--- src/rtl/core_arf_wb.sv ---
// core_arf_wb: in-order writeback buffer in front of the architectural
// register file write port. Requests are queued, drained to the ARF in
// acceptance order, and can be looked up so the read side can forward
// values that have not been committed yet. Writes to R0 are dropped.
module core_arf_wb #(
    parameter int DEPTH = 4,
    parameter int AW    = 4,
    parameter int DW    = 16
) (
    input  logic                       clk_i,
    input  logic                       srst_i,
    input  logic                       in_valid_i,
    output logic                       in_ready_o,
    input  logic [AW-1:0]              in_addr_i,
    input  logic [DW-1:0]              in_data_i,
    output logic                       w_en_o,
    output logic [AW-1:0]              w_addr_o,
    output logic [DW-1:0]              w_data_o,
    input  logic                       w_stall_i,
    input  logic [AW-1:0]              q_addr_i,
    output logic                       q_hit_o,
    output logic [DW-1:0]              q_data_o,
    output logic [$clog2(DEPTH+1)-1:0] count_o
);

    localparam int PW = $clog2(DEPTH);
    localparam int CW = $clog2(DEPTH + 1);

    logic [AW-1:0]    addr_mem [DEPTH];
    logic [DW-1:0]    data_mem [DEPTH];
    logic [DEPTH-1:0] valid_reg;
    logic [PW-1:0]    wr_ptr_reg;
    logic [PW-1:0]    rd_ptr_reg;
    logic [CW-1:0]    count_reg;

    logic             push;
    logic             pop;
    logic             not_empty;
    logic [DEPTH-1:0] match;

    // Ready depends only on registered occupancy, never on the stall input.
    assign in_ready_o = (count_reg < CW'(DEPTH));
    // R0 requests complete the handshake but are silently consumed.
    assign push       = in_valid_i & in_ready_o & (in_addr_i != '0);
    assign not_empty  = (count_reg != '0);
    assign w_en_o     = not_empty & ~w_stall_i;
    assign pop        = w_en_o;
    assign w_addr_o   = not_empty ? addr_mem[rd_ptr_reg] : '0;
    assign w_data_o   = not_empty ? data_mem[rd_ptr_reg] : '0;
    assign count_o    = count_reg;

    // Pointer, occupancy and entry-valid bookkeeping; reset discards everything.
    always_ff @(posedge clk_i) begin
        if (srst_i) begin
            wr_ptr_reg <= '0;
            rd_ptr_reg <= '0;
            count_reg  <= '0;
            valid_reg  <= '0;
        end else begin
            // Push and pop never target the same slot: that would need the
            // buffer to be both empty (no pop) and full (no push).
            if (push) begin
                wr_ptr_reg            <= wr_ptr_reg + 1'b1;
                valid_reg[wr_ptr_reg] <= 1'b1;
            end
            if (pop) begin
                rd_ptr_reg            <= rd_ptr_reg + 1'b1;
                valid_reg[rd_ptr_reg] <= 1'b0;
            end
            case ({push, pop})
                2'b10:   count_reg <= count_reg + 1'b1;
                2'b01:   count_reg <= count_reg - 1'b1;
                default: count_reg <= count_reg;
            endcase
        end
    end

    // Entry storage; contents are qualified by valid_reg so no reset needed.
    always_ff @(posedge clk_i) begin
        if (push) begin
            addr_mem[wr_ptr_reg] <= in_addr_i;
            data_mem[wr_ptr_reg] <= in_data_i;
        end
    end

    // Per-slot address comparators for the forwarding lookup.
    generate
        for (genvar gi = 0; gi < DEPTH; gi++) begin : g_match
            assign match[gi] = valid_reg[gi] && (addr_mem[gi] == q_addr_i)
                               && (q_addr_i != '0);
        end
    endgenerate

    // Scan from head to tail so the youngest matching entry wins.
    always_comb begin
        logic [PW-1:0] scan_idx;
        q_hit_o  = 1'b0;
        q_data_o = '0;
        scan_idx = '0;
        for (int k = 0; k < DEPTH; k++) begin
            scan_idx = rd_ptr_reg + PW'(k);
            if (match[scan_idx]) begin
                q_hit_o  = 1'b1;
                q_data_o = data_mem[scan_idx];
            end
        end
    end

endmodule

--- config.mk ---
export PLATFORM = sky130hd
export DESIGN_NAME = core_arf_wb
export DESIGN_NICKNAME = d
export VERILOG_FILES = /design/src/rtl/core_arf_wb.sv
export SDC_FILE = /design/constraint.sdc
export NUM_CORES = 1
export LEC_CHECK = 0
export CORE_ASPECT_RATIO = 1.25
export CORE_UTILIZATION = 40
export CTS_CLUSTER_DIAMETER = 120
export DETAILED_ROUTE_END_ITERATION = 6
export HOLD_SLACK_MARGIN = 0.15
export PLACE_DENSITY = 0.71
export SLEW_MARGIN = 10
export SYNTH_ARGS = -nofsm -noshare
export SYNTH_HDL_FRONTEND = slang
export SYNTH_SLANG_ARGS = --single-unit
--- constraint.sdc ---
create_clock -name clk_i -period 6.7 [get_ports clk_i]
set_input_delay 1.34 -clock clk_i [delete_from_list [all_inputs] [get_ports clk_i]]
set_output_delay 1.34 -clock clk_i [all_outputs]
set_load 0.02 [all_outputs]
==> results_dict.tcl <==
set metrics [dict create \
    min_from "valid_reg[3]" \
    critPathLaunchType "primary input" \
    syn_nets 490 \
    start_util_pct 41.33 \
    synthCells 452 \
    clock-sinks 93 \
    rsz0062_at_grt "false" \
    finalWirelength_mm 13.68 \
    routabilityCongestion 0.8192 \
    p_leak_nw 2.241 \
    io_pins 70 \
    hold_violations 0 \
    antenna_cells 0 \
    max_stage_delay_ps 610 \
    hold_depth 2 \
    root_buffer "clkbuf_16" \
    finalMaxSlewViolations 0 \
    ys_types 42 \
    io_buffer_count 69 \
    r2r_cells 9 \
    synth-seq-cells 93 \
    yosysWarnings 0 \
    cts_hold_buffers 0 \
    finalSetupViolations 0 \
    path_clk_slew_ps 60 \
    layout-drive-gt1-share_pct 17.68 \
    grt_max_degree 68 \
    cpMaxStageDelayCell "or4_4" \
    clockBufferDepth 2 \
    max_cap_violations 0 \
    worstReg2RegEnd "count_o[2]" \
    layout.nets 543 \
    synthToLayoutAreaGrowth_pct 19.16 \
    die-area_um2 14820 \
    fin_crit_ps 5893 \
    cts_tree "yes" \
    period_share_pct 87.95 \
    first_iter_violations 234 \
    worst_slew_pin_slew_ps 1174 \
    powerDensity_nw_per_um2 367.8 \
    route.vias.total 3993 \
    die_h_um 135.9 \
    mostFrequentLayoutCell "edfxtp_1" \
    fp-row-count 48 \
    gr-total-overflow 0 \
    coreArea_um2 13870 \
    path_cells "clkdlybuf4s50_1, or4_4, nand3_1, mux2i_1, mux2_4, nand2b_4, o311a_1, clkdlybuf4s50_1" \
    cts_buffers 9 \
    arrival_ps 4550 \
    cp-end-kind "output port" \
    synth_top_area_share_pct 41.89 \
    htreeDepth 3 \
    hold_ws_ps 529.9 \
    criticalPathCategory "in2out" \
    r2r_start "count_o[2]" \
    drc_errors 0 \
    die_w_um 109.1 \
    crit_fanout 33 \
    antenna_found_initial 0 \
    wl_per_cell_um 20.00 \
    seq_area_frac_synth_pct 46.43 \
    synth_area_um2 5734 \
    largest_reg_flops 64 \
    ir_worst_vdd_uv 265.3 \
    fmax_ghz 0.1697 \
    fillers 1182 \
    synthTopCellsByArea "edfxtp_1 (42%), mux4_1 (7.8%), mux4_2 (7.1%)" \
    final_cell_mix "edfxtp_1 (80), clkdlybuf4s50_1 (69), nor2_1 (44), nand2_1 (33)" \
    synth_area_leader_cell "edfxtp_1" \
    cts_resized 0 \
    outcome "completed" \
    power_mw 2.513 \
    track_usage_pct 19.61 \
    fin_tns_setup_ps 0 \
    grt_pass1_wl_mm 21.27 \
    slew_headroom_pct 21.63 \
    grt_pass1_vias 4067 \
    drtAntennaViolNets 0 \
    cp.required_ps 5360 \
    vias_per_cell 5.838 \
    syn_area_per_cell_um2 12.69 \
    r2r_slack_ps 4040 \
    fin_skew_ps 4.616 \
    firstDrtPassIters 5 \
    holdCritPathClass "reg2reg" \
    hold_end "valid_reg[3]" \
    clk_latency_ps 340 \
    cpMostUsedCell "clkdlybuf4s50_1" \
    cts_setup_buffers 0 \
    dp_hpwl_mm 8.756 \
]
synth_stat cells, drive strengths merged:
| master | n |
|---|---|
| a211oi | 4 |
| a21oi | 19 |
| and2 | 4 |
| and3 | 17 |
| and4 | 3 |
| buf | 8 |
| clkbuf | 29 |
| dfxtp | 13 |
| edfxtp | 80 |
| fa | 1 |
| ha | 9 |
| inv | 9 |
| mux2 | 20 |
| mux2i | 21 |
| mux4 | 36 |
| nand2 | 33 |
| nand2b | 1 |
| nand3 | 3 |
| nand4 | 2 |
| nor2 | 44 |
| nor2b | 20 |
| nor3 | 1 |
| nor4 | 1 |
| o21ai | 18 |
| o311a | 16 |
| or3 | 18 |
| or4 | 2 |
| xnor2 | 17 |
| xor2 | 3 |
where the power goes:
part	switching [mW]	total (mW)	internal (mW)
clock	0.199	0.581	0.382
combinational	0.625	1.16	0.537
sequential	0.0579	0.771	0.713
total	0.882	2.51	1.63
worst max-delay path, delay by kind of cell:
kind	cells	cell delay, ps
AO/OA/AOI/OAI	1	440
buffers and inverters	2	1120
multiplexers	2	590
AND/OR/NAND/NOR	3	1050
cells by family after synthesis:
logic type,share of synthesized area (%)
AO/OA/AOI/OAI,6.677
XOR/XNOR,3.055
adder cells (fa/ha/maj),2.313
buffers and inverters,4.887
flip-flops,46.43
multiplexers,23.09
AND/OR/NAND/NOR,13.55
layer usage:
layer	vias to the layer above	global-route usage (%)	wire length [um]
li1	1829	-	-
met2	146	34.63	7327
met4	0	11.34	533
met3	35	3.883	754
met5	-	0	0
met1	1983	21.59	5066
through the flow:
stage	utilization, %	instance area (um^2)	setup slack [ps]	cells
floorplan	-	5734	2082	452
global placement	46.74	6485	865.6	669
detailed placement	46.74	6485	802.4	669
CTS	49.25	6833	811.2	684
global route	49.25	6833	631.1	684
finish	49.25	6833	807.4	684
worst max-delay path by stage:
stage / startpoint / to / slack [ps] / cells after the start
after detailed placement: q_addr_i[0] / q_data_o[15] / 800 / 8
after CTS: q_addr_i[0] / q_data_o[15] / 810 / 8
after global placement: q_addr_i[0] / q_data_o[15] / 870 / 8
final: q_addr_i[0] / q_data_o[6] / 810 / 8
after global routing: q_addr_i[1] / q_data_o[6] / 630 / 9
after floorplan: q_addr_i[0] / q_data_o[10] / 2080 / 9
cell type report:
type | count | area [um^2] | area share, %
clock inverter | 4 | 95.09 | 1.392
multi-input combinational | 313 | 2803 | 41.02
clock buffer | 11 | 252.7 | 3.699
sequential | 93 | 2664 | 38.99
tap | 175 | 219.0 | 3.205
inverter | 9 | 33.78 | 0.4944
timing repair buffer | 79 | 765.7 | 11.21
No activity file was read; power rests on OpenSTA's default activity.
